## config.mk

```make
export PLATFORM = sky130hd
export DESIGN_NAME = tdm_demux8
export DESIGN_NICKNAME = d
export VERILOG_FILES = /design/src/rtl/tdm_demux8.sv
export SDC_FILE = /design/constraint.sdc
export NUM_CORES = 1
export LEC_CHECK = 0
export ABC_AREA = 1
export BUFFER_PORTS_ARGS = -buffer_cell sky130_fd_sc_hd__buf_4
export CAP_MARGIN = 20
export CORE_MARGIN = 5
export CORE_UTILIZATION = 56
export CTS_BUF_LIST = sky130_fd_sc_hd__clkbuf_4
export CTS_CLUSTER_SIZE = 20
export DETAILED_ROUTE_END_ITERATION = 8
export PLACE_DENSITY_LB_ADDON = 0.2
export SLEW_MARGIN = 5
export SYNTH_ARGS = -nofsm -noshare
export SYNTH_HDL_FRONTEND = slang
export SYNTH_SLANG_ARGS = --single-unit
```

## constraint.sdc

```tcl
create_clock -name clk -period 1.7 [get_ports clk]
set_input_delay 0.34 -clock clk [delete_from_list [all_inputs] [get_ports clk]]
set_output_delay 0.34 -clock clk [all_outputs]
set_load 0.02 [all_outputs]
```

## src/rtl/tdm_demux8.sv

```systemverilog
// Receiving end of an 8:1 TDM serial link: frame-synchronised slot counter
// that assembles eight serial bits into a parallel byte with a valid strobe.
module tdm_demux8 #(
  parameter bit INV_IN = 1'b0
) (
  input  logic       clk,
  input  logic       rst_n,
  input  logic       En_n,
  input  logic       sync,
  input  logic       din,
  output logic [2:0] S,
  output logic [7:0] Q,
  output logic [7:0] Qn,
  output logic       valid,
  output logic       frame_err
);

  localparam int unsigned SLOT_W  = 3;
  localparam int unsigned FRAME_W = 8;

  typedef enum logic {
    IDLE = 1'b0,
    RUN  = 1'b1
  } state_t;

  state_t              state;
  logic [SLOT_W-1:0]   cnt;
  logic [FRAME_W-1:0]  acc;
  logic                b_c;

  assign b_c = din ^ INV_IN;

  // cnt is forced to 0 whenever the block is idle, so it doubles as the select.
  assign S = cnt;

  // In RUN, cnt==0 marks the cycle after slot 7: the frame is published and a
  // sync arriving in that cycle starts the next frame without an error.
  always_ff @(posedge clk or negedge rst_n) begin
    if (!rst_n) begin
      state     <= IDLE;
      cnt       <= '0;
      acc       <= '0;
      Q         <= '0;
      Qn        <= '1;
      valid     <= 1'b0;
      frame_err <= 1'b0;
    end else begin
      valid     <= 1'b0;
      frame_err <= 1'b0;
      if (En_n) begin
        state <= IDLE;
        cnt   <= '0;
      end else begin
        unique case (state)
          IDLE: begin
            if (sync) begin
              acc   <= FRAME_W'(b_c);
              cnt   <= SLOT_W'(1);
              state <= RUN;
            end else begin
              cnt <= '0;
            end
          end
          RUN: begin
            if (cnt == '0) begin
              Q     <= acc;
              Qn    <= ~acc;
              valid <= 1'b1;
              if (sync) begin
                acc <= FRAME_W'(b_c);
                cnt <= SLOT_W'(1);
              end else begin
                state <= IDLE;
              end
            end else if (sync) begin
              frame_err <= 1'b1;
              acc       <= FRAME_W'(b_c);
              cnt       <= SLOT_W'(1);
            end else begin
              acc[cnt] <= b_c;
              cnt      <= cnt + SLOT_W'(1);
            end
          end
          default: begin
            state <= IDLE;
            cnt   <= '0;
          end
        endcase
      end
    end
  end

endmodule

```

==> results of run 1 <==
-- repair_timing --
| action | 4_1_cts | 5_1_grt |
|---|---|---|
| hold buffers | 1 | 0 |
| endpoints found under the setup margin | 0 | 13 |
| gates resized for setup | 0 | 1 |
| endpoints found under the hold margin | 22 | 0 |
-- critical path: cells and delay by family (launching register included) --
family | cells | cell delay [ns]
adder cells (fa/ha/maj) | 1 | 0.25
buffers and inverters | 2 | 0.31
flip-flops | 1 | 0.43
AND/OR/NAND/NOR | 4 | 0.49
-- registers in the layout, indices dropped and copies added, names as in the netlist --
name / count
Q: 8
Qn: 8
acc: 8
S: 3
frame_err: 1
state: 1
valid: 1
-- through the flow --
stage	power, mW	util [%]
2_1_floorplan	0.927	-
3_3_place_gp	1.01	69.1
3_5_place_dp	1.02	69.1
4_1_cts	1.43	71.9
5_1_grt	1.49	72.0
6_report	1.41	72.0
-- worst max path at each step --
stage	from	end	slack, ns	cells after the start
floorplan	S[0]$_DFFE_PN0P_	Q[0]$_DFFE_PN0P_	0.11	8
global placement	S[1]$_DFFE_PN0P_	Qn[0]$_DFFE_PN1P_	0.17	6
detailed placement	S[1]$_DFFE_PN0P_	Q[6]$_DFFE_PN0P_	0.07	7
CTS	S[1]$_DFFE_PN0P_	Q[6]$_DFFE_PN0P_	0.06	7
global route	S[1]$_DFFE_PN0P_	Q[6]$_DFFE_PN0P_	0.004	7
finish	S[1]$_DFFE_PN0P_	Q[6]$_DFFE_PN0P_	0.12	7
-- cells in the mapped netlist --
library cell	instances	area share, %
nand3_1	4	1.5
nor2_4	2	1.7
dfstp_2	8	16
nor2_8	1	1.5
o21a_1	5	2.8
buf_6	2	1.7
nand2_1	60	17
dfrtp_1	22	41
inv_2	2	0.56
o21ai_2	2	1.3
nand3_2	1	0.75
a21oi_4	1	1.2
o21ai_1	1	0.37
xnor2_1	1	0.65
o21ai_0	9	3.4
nor2_1	8	2.2
inv_4	1	0.47
nand2_4	3	2.5
inv_1	6	1.7
nand2_2	1	0.47
ha_1	2	1.9
-- cell type report --
cell class / instances / area share, %
clock buffer: 6 / 2.77
clock inverter: 2 / 0.539
inverter: 9 / 2.23
multi-input combinational: 101 / 32.4
sequential: 30 / 46.8
tap: 28 / 2.16
timing repair buffer: 28 / 13.1
-- logic make-up after synthesis --
logic type	synth area share, %
compound gates	9.04
xor+xnor	0.652
fa+ha+maj	1.86
buf+inv	4.38
flops	56.7
simple gates	27.4
-- power by group through the flow --
stage               Combinational [mW]  Clock (mW)  Sequential, mW
finish                           0.219       0.402           0.785
CTS                              0.220       0.425           0.786
detailed placement               0.218           0           0.799
global route                     0.238       0.462           0.791
global placement                 0.214           0           0.798
floorplan                       0.0885           0           0.838
-- routing by layer --
layer / global-route usage (%) / vias up / share of wire [%]
li1: - / 514 / -
met1: 20.7 / 469 / 42
met2: 30.8 / 35 / 50
met3: 6.36 / 6 / 6.4
met4: 8.09 / 0 / 1.5
met5: 0 / - / 0
==> flow_metrics.py, run 1 <==
metrics = {
    "run_status": {
        "outcome": "finished, final reports clean",
    },
    "power_and_ir_drop": {
        "comb_power_share_pct": 15.6,
        "leakagePower_nw": 0.852,
        "p_int_mw": 1.02,
        "power.net_switching_mw": 0.387,
        "switching_share_pct": 27.5,
        "power_density_nw_per_um2": 866,
        "irDropWorstVdd_uv": 569,
        "share_of_power_burned_in_the_clock_network_pct": 28.6,
        "power.share.sequential_pct": 55.8,
    },
    "synthesis": {
        "syn_inst_count": 142,
        "synth_area_per_cell_um2": 9.45,
        "mappedNetlistNets": 149,
        "yosysWarnings": 0,
        "flops_latches_synth": 30,
        "synth.cell_area_um2": 1340,
        "synth.yosys.seq_area_share_pct": 56.7,
        "netlist-cell-type-count": 21,
    },
    "timing": {
        "timing.clock.skew_ns": 0.00170,
        "worstMarginPinSlew_ns": 0.365,
        "min_period_ns": 1.58,
        "final_critical_path_setup_slack_ns": 0.121,
        "hold_viol": 0,
        "worst_hold_slack_ns": 0.307,
        "setup_viol": 0,
        "setup_total_negative_slack_ns": 0,
        "max_clock_freq_ghz": 0.633,
        "setup_repair_after_global_routing_missed_its_margin": "false",
        "report.final.slew_viol_count": 0,
        "timing.max_slew.rel_slack_pct": 75.6,
        "min_period_over_period_pct": 92.9,
    },
    "global_route": {
        "grt_use_total_pct": 18.2,
        "gr-total-overflow": 0,
        "maximum_number_of_pins_on_one_net_before_global_route_repair": 31,
        "global_route_wire_length_before_repair_mm": 4.64,
        "grt_pass1_vias": 1047,
        "number_of_antenna_violations_at_the_first_check_in_global_routing": 0,
    },
    "critical_path": {
        "critical_path_arrival_ns": 1.80,
        "standard_cell_with_the_maximum_stage_delay_on_the_critical_path": "dfrtp_1",
        "critPathRequiredTime_ns": 1.92,
        "timing.critical_path.slowest_cell_delay_ns": 0.43,
        "crit_path_end_kind": "register",
        "worstRegToRegCells": 7,
        "crit-reg2reg-launch": "S[1]$_DFFE_PN0P_",
        "worstPathCellList": "inv_1 > ha_2 > nand2_4 > nor2_8 > inv_2 > nand2_1 > nand2_1",
        "criticalPathCategory": "register to register",
        "cpMostUsedCell": "nand2_1",
        "crit_fanout": 16,
        "regToRegEndpoint": "Q[6]$_DFFE_PN0P_",
        "critical_path_startpoint_category": "register",
        "r2r_slack_ns": 0.12,
    },
    "finish": {
        "drive_above_1_share_pct": 32.4,
        "design_area_um2": 1620,
        "register_area_um2": 761,
        "commonest_non_fill_non_tap_cell_in_the_layout": "nand2_1",
        "post_layout_nonfiller_instances": 204,
        "layout.filler_cells": 171,
        "final_net_count": 182,
        "final_cell_mix": "60 x nand2_1, 27 x buf_4, 22 x dfrtp_1",
        "multiInputGateArea_um2": 526,
        "area_delta_synth_final_pct": 21.0,
        "antenna_cells": 0,
    },
    "route": {
        "drt-pass1-iter-count": 4,
        "postRouteWirelength_mm": 2.61,
        "drt_iter0_drc": 23,
        "drt-wirelength-per-cell_um": 12.8,
        "route.vias.total": 1024,
        "post_detailed_route_via_to_cell_ratio": 5.02,
        "drt_drc_violations_left": 0,
        "final_antenna_net_count": 0,
    },
    "place": {
        "place.gp.congestion": 0.908,
        "placement_setup_slack_ns": 0.0731,
        "dp.final_hpwl_mm": 1.96,
        "dpl-instance-area_um2": 1560,
        "io_buffer_count": 25,
        "dp_cells": 195,
    },
    "clocking": {
        "clockBufferDepth": 2,
        "clock_pin_transition_on_the_worst_setup_and_hold_timing_paths_ns": 0.09,
        "tritoncts": "built",
        "cts.sinks": 30,
        "htreeDepth": 2,
        "cts_root_buf": "clkbuf_4",
        "cts_made_buffers": 5,
        "clock_insertion_delay_worst_skew_ns": 0.32,
        "post_cts.repair.setup_buffers": 0,
    },
    "die": {
        "num_rows": 17,
        "dieHeight_um": 59.0,
        "die_width_um": 59.0,
        "fp.dieArea_um2": 3480,
        "design.core.area_um2": 2250,
        "initial_core_util_pct": 59.5,
        "pin_count": 26,
    },
    "hold_path": {
        "min_path_cells": 4,
        "hp-class": "input pin to register",
        "min_to": "S[2]$_DFFE_PN0P_",
        "hold_path.startpoint": "En_n",
    },
    "job": {
        "maxCapViolCount": 0,
    },
}
Note: power is estimated with default switching activity, not from simulation.
==> run 2: changes to the inputs <==
Settings changed: CORE_UTILIZATION 56 to 38.
==> run 2 against run 1 <==
Sequential cell count is the same; core utilization fell by 23 points; final area increased by 1.4%; clock skew grew 0.0071 ns; total power decreased by 0.56%; die area grew 39%; register-to-register slack gained 0.05 ns; global-route usage down 5.9 points; clock power decreased by 1%; setup slack better by 0.050 ns; largest power group unchanged.
==> flow_metrics.py, run 2 (synthesis results as in run 1) <==
metrics = {
    "run_status": {
        "outcome": "finished, final reports clean",
    },
    "global_route": {
        "maximum_number_of_pins_on_one_net_before_global_route_repair": 31,
        "grt_pass1_vias": 1080,
        "global_route_wire_length_before_repair_mm": 4.74,
        "number_of_antenna_violations_at_the_first_check_in_global_routing": 0,
        "grt_use_total_pct": 12.3,
        "gr-total-overflow": 0,
    },
    "place": {
        "place.gp.congestion": 0.894,
        "dpl-instance-area_um2": 1580,
        "dp.final_hpwl_mm": 1.87,
        "io_buffer_count": 25,
    },
    "finish": {
        "register_area_um2": 761,
        "commonest_non_fill_non_tap_cell_in_the_layout": "nand2_1",
        "final_net_count": 182,
        "multiInputGateArea_um2": 526,
        "largestRegisters": "Q: 8 flops, Qn: 8 flops, acc: 8 flops",
        "area_delta_synth_final_pct": 22.6,
        "design_area_um2": 1650,
        "antenna_cells": 0,
        "drive_above_1_share_pct": 33.5,
        "final_cell_mix": "60 x nand2_1, 27 x buf_4, 22 x dfrtp_1",
        "layout.filler_cells": 351,
    },
    "die": {
        "design.core.area_um2": 3390,
        "pin_count": 26,
        "fp.dieArea_um2": 4820,
        "initial_core_util_pct": 39.6,
        "num_rows": 21,
        "dieHeight_um": 69.4,
        "die_width_um": 69.4,
    },
    "route": {
        "drt-pass1-iter-count": 4,
        "drt_drc_violations_left": 0,
        "route.vias.total": 1015,
        "drt-wirelength-per-cell_um": 11.2,
        "post_detailed_route_via_to_cell_ratio": 4.57,
        "postRouteWirelength_mm": 2.50,
        "drt_iter0_drc": 37,
        "final_antenna_net_count": 0,
    },
    "critical_path": {
        "setup.worst_path.end": "Qn[0]$_DFFE_PN1P_",
        "regToRegEndpoint": "Qn[0]$_DFFE_PN1P_",
        "r2r_slack_ns": 0.17,
        "criticalPathCategory": "register to register",
        "worstPathCellList": "inv_2 > ha_2 > nand2_4 > nor2_8 > inv_2 > o21ai_0",
        "critical_path_arrival_ns": 1.77,
        "worstRegToRegCells": 6,
        "critPathRequiredTime_ns": 1.94,
        "crit_fanout": 14,
        "critical_path_startpoint_category": "register",
        "cpMostUsedCell": "inv_2",
        "timing.critical_path.slowest_cell_delay_ns": 0.45,
        "crit_path_end_kind": "register",
        "crit-reg2reg-launch": "S[1]$_DFFE_PN0P_",
        "standard_cell_with_the_maximum_stage_delay_on_the_critical_path": "dfrtp_1",
        "setup.worst_path.start": "S[1]$_DFFE_PN0P_",
    },
    "timing": {
        "setup_repair_after_global_routing_missed_its_margin": "false",
        "setup_total_negative_slack_ns": 0,
        "worstMarginPinSlew_ns": 0.368,
        "timing.max_slew.rel_slack_pct": 75.5,
        "min_period_ns": 1.53,
        "hold_viol": 0,
        "min_period_over_period_pct": 90.0,
        "timing.clock.skew_ns": 0.00884,
        "setup_viol": 0,
        "report.final.slew_viol_count": 0,
        "max_clock_freq_ghz": 0.654,
    },
    "clocking": {
        "cts.sinks": 30,
        "tritoncts": "built",
        "cts_made_buffers": 5,
        "cts_root_buf": "clkbuf_4",
        "clock_insertion_delay_worst_skew_ns": 0.32,
        "htreeDepth": 2,
        "clock_pin_transition_on_the_worst_setup_and_hold_timing_paths_ns": 0.09,
        "clockBufferDepth": 2,
    },
    "job": {
        "maxCapViolCount": 0,
    },
    "power_and_ir_drop": {
        "power_density_nw_per_um2": 849,
        "leakagePower_nw": 0.854,
        "irDropWorstVdd_uv": 342,
    },
    "hold_path": {
        "hold_path.startpoint": "En_n",
        "hp-class": "input pin to register",
    },
}
==> run 2: cell counts in the layout (fill, tap and decap cells not counted) <==
Identical to the previous run, type by type.
==> run 2: worst min-delay path by stage <==
stage / to / depth (start not counted) / slack [ns]
after global routing: S[2]$_DFFE_PN0P_ / 4 / 0.29
after global placement: valid$_DFF_PN0_ / 1 / 0.28
after CTS: S[2]$_DFFE_PN0P_ / 4 / 0.28
after floorplan: Q[0]$_DFFE_PN0P_ / 0 / 0.04
after detailed placement: Q[4]$_DFFE_PN0P_ / 1 / 0.29
final: S[2]$_DFFE_PN0P_ / 4 / 0.30
==> run 2: area by class of cell <==
cell class | instances | share of cell area, %
Clock buffer | 6 | 2.74
Sequential cell | 30 | 46.2
Inverter | 9 | 2.20
Multi-Input combinational cell | 101 | 31.9
Clock inverter | 2 | 0.532
Timing Repair Buffer | 28 | 12.9
Tap cell | 46 | 3.50
==> run 2: critical path: cells and delay by family (launching register included) <==
family                     cells  cell delay [ns]
DFF                            1             0.45
and+or+nand+nor                2             0.31
buffers and inverters          2             0.27
adders and majority gates      1             0.24
AOI/OAI and AO/OA              1             0.18
==> run 2: metal layers <==
layer,track usage [%],wire length [um]
met5,0,0
met4,7.81,70
met3,4.20,165
met2,21.0,1180
met1,12.9,1080
==> run 2: stage by stage <==
step           util (%)  power (mW)  hold slack [ns]  instances  setup WS (ns)
6_report           48.6        1.40            0.299        222          0.171
5_1_grt            48.6        1.49            0.286        222        0.00454
4_1_cts            48.5        1.43            0.281        222         0.0725
3_5_place_dp       46.6        1.02            0.286        213          0.109
3_3_place_gp       46.6        1.01            0.285        213          0.169
2_1_floorplan         -       0.927           0.0444        142          0.113
==> run 2: power by group <==
group	internal [mW]	switching (mW)
Sequential	0.764	0.0223
Combinational	0.0840	0.132
Clock	0.171	0.225
==> run 2: timing repair <==
action	CTS	global route
hold buffers	1	0
gates resized for setup	0	3
hold endpoints to repair	22	0
endpoints found under the setup margin	0	14
setup buffers	0	0
